**config.mk**
```make
export PLATFORM = sky130hd
export DESIGN_NAME = fifo_mem
export DESIGN_NICKNAME = d
export VERILOG_FILES = /design/src/rtl/fifo_mem.sv
export SDC_FILE = /design/constraint.sdc
export NUM_CORES = 1
export LEC_CHECK = 0
export BUFFER_PORTS_ARGS = -buffer_cell sky130_fd_sc_hd__buf_2
export CAP_MARGIN = 20
export CORE_MARGIN = 1
export CORE_UTILIZATION = 45
export CTS_BUF_LIST = sky130_fd_sc_hd__clkbuf_16
export DETAILED_ROUTE_END_ITERATION = 10
export HOLD_SLACK_MARGIN = 0.03
export PLACE_DENSITY_LB_ADDON = 0.1
export SETUP_SLACK_MARGIN = 0.1
export SLEW_MARGIN = 25
export SYNTH_ARGS = -nofsm -noshare
export SYNTH_HDL_FRONTEND = slang
export SYNTH_SLANG_ARGS = --single-unit
```
**constraint.sdc**
```tcl
create_clock -name clk -period 1.2 [get_ports clk]
set_clock_uncertainty 0.05 [all_clocks]
set_input_delay 0.06 -clock clk [delete_from_list [all_inputs] [get_ports clk]]
set_output_delay 0.06 -clock clk [all_outputs]
set_load 0.01 [all_outputs]
```
**src/rtl/fifo_mem.sv**
```systemverilog
// fifo_mem: storage array behind the memory port of the generic FIFO controller.
// The controller issues write and read strobes with addresses. Read data comes back
// registered, together with a valid pulse and a never-written flag. Any strobe whose
// address is not below DEPTH sets a sticky error flag.
//
// Ports:
//   clk          in   1       clock, all state updates on posedge
//   reset        in   1       synchronous, active-high reset
//   mem_wr_en    in   1       write strobe, one word per cycle
//   mem_wr_addr  in   AWIDTH  write address
//   mem_wr_data  in   WIDTH   write data
//   mem_rd_en    in   1       read strobe, one word per cycle
//   mem_rd_addr  in   AWIDTH  read address
//   rd_data      out  WIDTH   registered read data
//   rd_valid     out  1       one-cycle pulse per read result
//   rd_uninit    out  1       qualifies rd_valid: the entry was never written since reset
//   addr_err     out  1       sticky: an address >= DEPTH was presented with a strobe
//
// Build option:
//   FIFO_MEM_OUTREG_EN  adds a second output register stage (read latency 2).
//                       When it is undefined there is one stage and the read latency is 1.

module fifo_mem #(
    parameter int unsigned DEPTH = 8,
    parameter int unsigned WIDTH = 8
) (
    input  logic                       clk,
    input  logic                       reset,
    input  logic                       mem_wr_en,
    input  logic [$clog2(DEPTH)-1:0]   mem_wr_addr,
    input  logic [WIDTH-1:0]           mem_wr_data,
    input  logic                       mem_rd_en,
    input  logic [$clog2(DEPTH)-1:0]   mem_rd_addr,
    output logic [WIDTH-1:0]           rd_data,
    output logic                       rd_valid,
    output logic                       rd_uninit,
    output logic                       addr_err
);

    localparam int unsigned AWIDTH = $clog2(DEPTH);
    // DEPTH held one bit wider than an address, so that the range compare never overflows
    localparam logic [AWIDTH:0] DEPTH_W = (AWIDTH + 1)'(DEPTH);

    logic [WIDTH-1:0] r_mem [DEPTH];
    logic [DEPTH-1:0] r_wvld;
    logic             r_addr_err;

    logic [WIDTH-1:0] r_s1_data;
    logic             r_s1_valid;
    logic             r_s1_uninit;

    logic             w_wr_ok;
    logic             w_rd_ok;
    logic             w_wr_go;
    logic [WIDTH-1:0] w_rd_word;
    logic             w_rd_uninit;

    // Address range qualification. This is constant-true when DEPTH is a power of 2.
    assign w_wr_ok = ({1'b0, mem_wr_addr} < DEPTH_W);
    assign w_rd_ok = ({1'b0, mem_rd_addr} < DEPTH_W);
    assign w_wr_go = mem_wr_en && w_wr_ok;

    // Read lookup. An out-of-range read returns zero data that is flagged uninitialised.
    always_comb begin
        w_rd_word   = '0;
        w_rd_uninit = 1'b1;
        if (w_rd_ok) begin
            w_rd_word   = r_mem[mem_rd_addr];
            w_rd_uninit = ~r_wvld[mem_rd_addr];
        end
    end

    // Storage array. It is not reset. Reads in the same cycle see the old contents.
    always_ff @(posedge clk) begin
        if (w_wr_go) begin
            r_mem[mem_wr_addr] <= mem_wr_data;
        end
    end

    // Per-entry written flags
    always_ff @(posedge clk) begin
        if (reset) begin
            r_wvld <= '0;
        end else if (w_wr_go) begin
            r_wvld[mem_wr_addr] <= 1'b1;
        end
    end

    // Sticky address error, raised by either strobe
    always_ff @(posedge clk) begin
        if (reset) begin
            r_addr_err <= 1'b0;
        end else if ((mem_wr_en && !w_wr_ok) || (mem_rd_en && !w_rd_ok)) begin
            r_addr_err <= 1'b1;
        end
    end

    // First output stage. Data holds when there is no read. Valid and uninit drop to 0.
    always_ff @(posedge clk) begin
        if (reset) begin
            r_s1_data   <= '0;
            r_s1_valid  <= 1'b0;
            r_s1_uninit <= 1'b0;
        end else begin
            r_s1_valid  <= mem_rd_en;
            r_s1_uninit <= mem_rd_en && w_rd_uninit;
            if (mem_rd_en) begin
                r_s1_data <= w_rd_word;
            end
        end
    end

`ifdef FIFO_MEM_OUTREG_EN
    logic [WIDTH-1:0] r_s2_data;
    logic             r_s2_valid;
    logic             r_s2_uninit;

    // Second output stage. The whole result moves through it as one unit.
    always_ff @(posedge clk) begin
        if (reset) begin
            r_s2_data   <= '0;
            r_s2_valid  <= 1'b0;
            r_s2_uninit <= 1'b0;
        end else begin
            r_s2_data   <= r_s1_data;
            r_s2_valid  <= r_s1_valid;
            r_s2_uninit <= r_s1_uninit;
        end
    end

    assign rd_data   = r_s2_data;
    assign rd_valid  = r_s2_valid;
    assign rd_uninit = r_s2_uninit;
`else
    assign rd_data   = r_s1_data;
    assign rd_valid  = r_s1_valid;
    assign rd_uninit = r_s1_uninit;
`endif

    assign addr_err = r_addr_err;

endmodule

```
---- Yosys cells after proc, flatten, opt, wreduce, memory -nomap -nowiden ----
Memory sizes are Yosys's and may differ from the RTL's. A register that Yosys moved wholly into a read port is not among the register bits.
Cells that the tools add are included.
Widths: inputs -> output; s select.
operators by class
  reductions and logical operators ........ 2
  eq/ne operators ......................... 0
  shifts and indexed selects .............. 0
  multiplexer cells ....................... 6
  bitwise gates (word level) .............. 2
  multiply operators ...................... 0
  order comparisons ....................... 3
  add/sub/neg operators ................... 0
  div/mod/pow operators ................... 0
operator list
  cell                number
  $lt 3x4->1 const B  2
  $or 8x8->8          1
  $mux 1              4
  $bmux 1 s3          1
  $demux 1 s3         1
  $ge 3x1->1 const B  1
  $logic_and 1x1->1   2
  $not 1->1           1
storage, ports and cells
  bits in writable memories ............... 64
  register bits ........................... 10
  logic and storage cells ................. 17
  bits in read-only memories .............. 0
  input port bits ......................... 18
  memories ................................ 1
  output and inout bits ................... 11
  latch bits .............................. 0
memory list
  memory  depth  bits a word  read ports  clocked after Yosys merged registers in  write ports  line  RTL
  r_mem   8      8            1           1                                        1            44    logic [WIDTH-1:0] r_mem [DEPTH];

---- Longest topological paths before layout ----
  depth in word-level cells ............... 5
  mapped depth ............................ 7
  mapped depth without buffers ............ 4

---- Worst setup path before layout ----
No wires, ideal clock.
  path kind ............................... input to register
  from .................................... input port mem_wr_addr[2]
  to ...................................... memory r_mem[0][0], enable pin
  arrival time ............................ 0.886 ns
  stages .................................. 2
  setup slack ............................. -0.122 ns
  path buffers ............................ 0
  library setup time ...................... 0.386 ns
  required time ........................... 0.764 ns
  path through ............................ nand2b_1 nor3_1
RTL lines
  what             line  RTL
  start, declared  30    input logic [$clog2(DEPTH)-1:0] mem_wr_addr,
  end, declared    44
No word-level cell before the write port.

==> out/qor.yml <==
grt:
  grt_max_degree: 24
  antenna_found_initial: 0
  track_usage: 0.189
  grt_pass1_wl_mm: 9.82
  grt-ovfl-total: 0
  grt_pass1_vias: 1880
floorplan:
  dieArea_sq_um: 7440
  fp.coreArea_sq_um: 6830
  start_util: 0.468
  ios: 29
  die_w_microns: 86.3
  rows: 30
  die_height_microns: 86.3
setup_path:
  crit_required_ns: 1.35
  crit_arrival_ns: 1.34
  crit_start: "r_mem[6][4]$_DFFE_PP_"
  slowest_stage: "edfxtp_1"
  critical_path_buf_inv_count: 0
  critPathTopFamily: "compound AO/OA/AOI/OAI gates"
  crit-reg2reg-launch: "r_mem[6][4]$_DFFE_PP_"
  crit_path_end_kind: "register"
  crit_chain: "mux2_4 -> o22ai_2 -> a221o_1 -> a211oi_2"
  max_stage_delay_ns: 0.37
  path_max_fanout: 1
  setup.worst_path.start_class: "register"
  critPathKind: "reg -> reg"
synthesis:
  syn_inst: 195
  ys_seq_area_frac: 0.714
  ys_types: 25
  synth_area_sq_um: 3200
  ys_ff_latch: 82
  ys_warn_count: 0
  avgSynthCellArea_sq_um: 16.4
  synth_nets: 213
clocking:
  htreeDepth: 3
  root_buffer: "clkbuf_16"
  clk_latency_ns: 0.33
  cts.clk_slew.worst_paths_ns: 0.06
  cts_buffers: 9
  clock_sinks: 82
  cts.path.max_buffers: 2
  cts_tree: "built"
sta:
  slew_viol_final: 0
  hold_viol_final: 0
  rsz0062_at_grt: "true"
  worstMarginPinSlew_ns: 0.674
  finalSetupViolations: 0
  timing.fmax_mhz: 839
  min_period_ns: 1.19
  period_share: 0.994
  setup_tns_ns: 0
  slew_headroom: 0.550
cells_and_area:
  antennaDiodeCount: 0
  drive_gt1_frac: 0.374
  nNetsFinal: 270
  area_delta_synth_final_pct: 24.2
  final_cell_mix: "edfxtp_1 (64), nor2_1 (29), buf_2 (27)"
  fin_area_sq_um: 3970
  fin_cells: 353
  final_common_cell: "edfxtp_1"
place:
  hpwlAfterDp_mm: 4.17
  dp.cells: 328
  gp_congestion: 0.765
  portBuffers: 27
  placed_cell_area_sq_um: 3580
outcome:
  status: "completed"
pwr:
  vdd_drop_max_uv: 767
  leakage_nw: 1.48
  total_power_mw: 6.10
  power_density_nw_per_um2: 1540
drt:
  antenna_left: 0
  wl_mm: 6.38
  num_vias: 1844
  drt_pass1_iterations: 4
  drc: 0
  vias_per_cell: 5.22
  drt-initial-drc-count: 106
  drt-wirelength-per-cell_microns: 18.1
flow_run:
  cap_violations: 0
min_path:
  hp-start: "mem_rd_addr[2]"
  hp-class: "in -> reg"
[worst reg2reg max path, cell delays in order, from the launching register on]
cell and delay [ns]:
edfxtp_1 0.37, mux2_4 0.28, o22ai_2 0.14, a221o_1 0.16, a211oi_2 0.07
[area by class of cell]
class	count	area [sq um]
Clock buffer	9	225
Clock inverter	7	36.3
Fill cell	552	2860
Multi-Input combinational cell	102	883
Sequential cell	82	2280
Tap cell	96	120
Timing Repair Buffer	57	420
[Yosys cell counts]
master	n	area, sq um
o221ai_1	2	17.5
o21ba_2	1	10.0
buf_4	1	7.51
nor2b_1	2	12.5
clkbuf_2	1	5.00
o22ai_1	6	37.5
and2_1	1	6.26
nand2_1	3	11.3
mux2_2	16	180
clkbuf_1	4	15.0
edfxtp_1	64	1920
a22oi_1	2	15.0
nand2b_1	4	25.0
dfxtp_1	18	360
nor2_1	29	109
conb_1	1	3.75
mux4_1	2	52.6
nor3_1	2	10.0
a211oi_1	2	15.0
buf_6	1	11.3
buf_1	1	3.75
mux2i_1	17	170
a221o_1	6	60.1
a211oi_2	6	75.1
buf_12	3	60.1
[power breakdown]
part	total (mW)	internal (mW)	switching (mW)
Sequential	3.21	3.17	0.0380
Combinational	0.496	0.240	0.256
Clock	2.40	1.38	1.02
[sequential cells by signal, summed over array words and instances (netlist names)]
| signal | count |
|---|---|
| r_mem | 64 |
| r_wvld | 8 |
| rd_data | 8 |
| rd_uninit | 1 |
| rd_valid | 1 |
[routing by layer]
metal / global-route usage / up-vias / wire [microns]
met2: 0.299 / 47 / 3090
met4: 0.0894 / 0 / 110
met5: 0 / - / 0
met3: 0.0486 / 10 / 277
met1: 0.243 / 927 / 2900
li1: - / 860 / -
[final timing paths]
| path | end | slack (ns) | cells past startpoint |
|---|---|---|---|
| min | rd_uninit$_SDFF_PP0_ | 0.15 | 4 |
| min reg2reg | r_wvld[2]$_SDFFE_PP0P_ | 0.42 | 2 |
| max reg2reg | rd_data[4]$_SDFFE_PP0P_ | 0.007 | 4 |
| max | rd_data[4]$_SDFFE_PP0P_ | 0.007 | 4 |
[metrics by stage]
stage / hold WS, ns / utilization / setup slack [ns]
3_5_place_dp: 0.282 / 0.524 / -0.146
4_1_cts: 0.144 / 0.575 / 0.00508
3_3_place_gp: 0.263 / 0.524 / -0.102
5_1_grt: 0.169 / 0.581 / -0.0422
6_report: 0.146 / 0.581 / 0.00746
2_1_floorplan: 0.109 / - / 0.0412
[logic make-up after synthesis]
group | Yosys count | share of synthesized area
compound gates | 25 | 0.0720
buf+inv | 11 | 0.0321
flops | 82 | 0.714
mux | 35 | 0.126
other cells | 1 | 0.00117
simple gates | 41 | 0.0544
[timing repair]
action,4_1_cts,5_1_grt
gates resized for setup,2,8
buffers inserted,0,0
hold buffers,9,0
endpoints found under the hold margin,66,0
pin swaps,1,1
endpoints found under the setup margin,7,9
(Power assumes the default switching activity.)
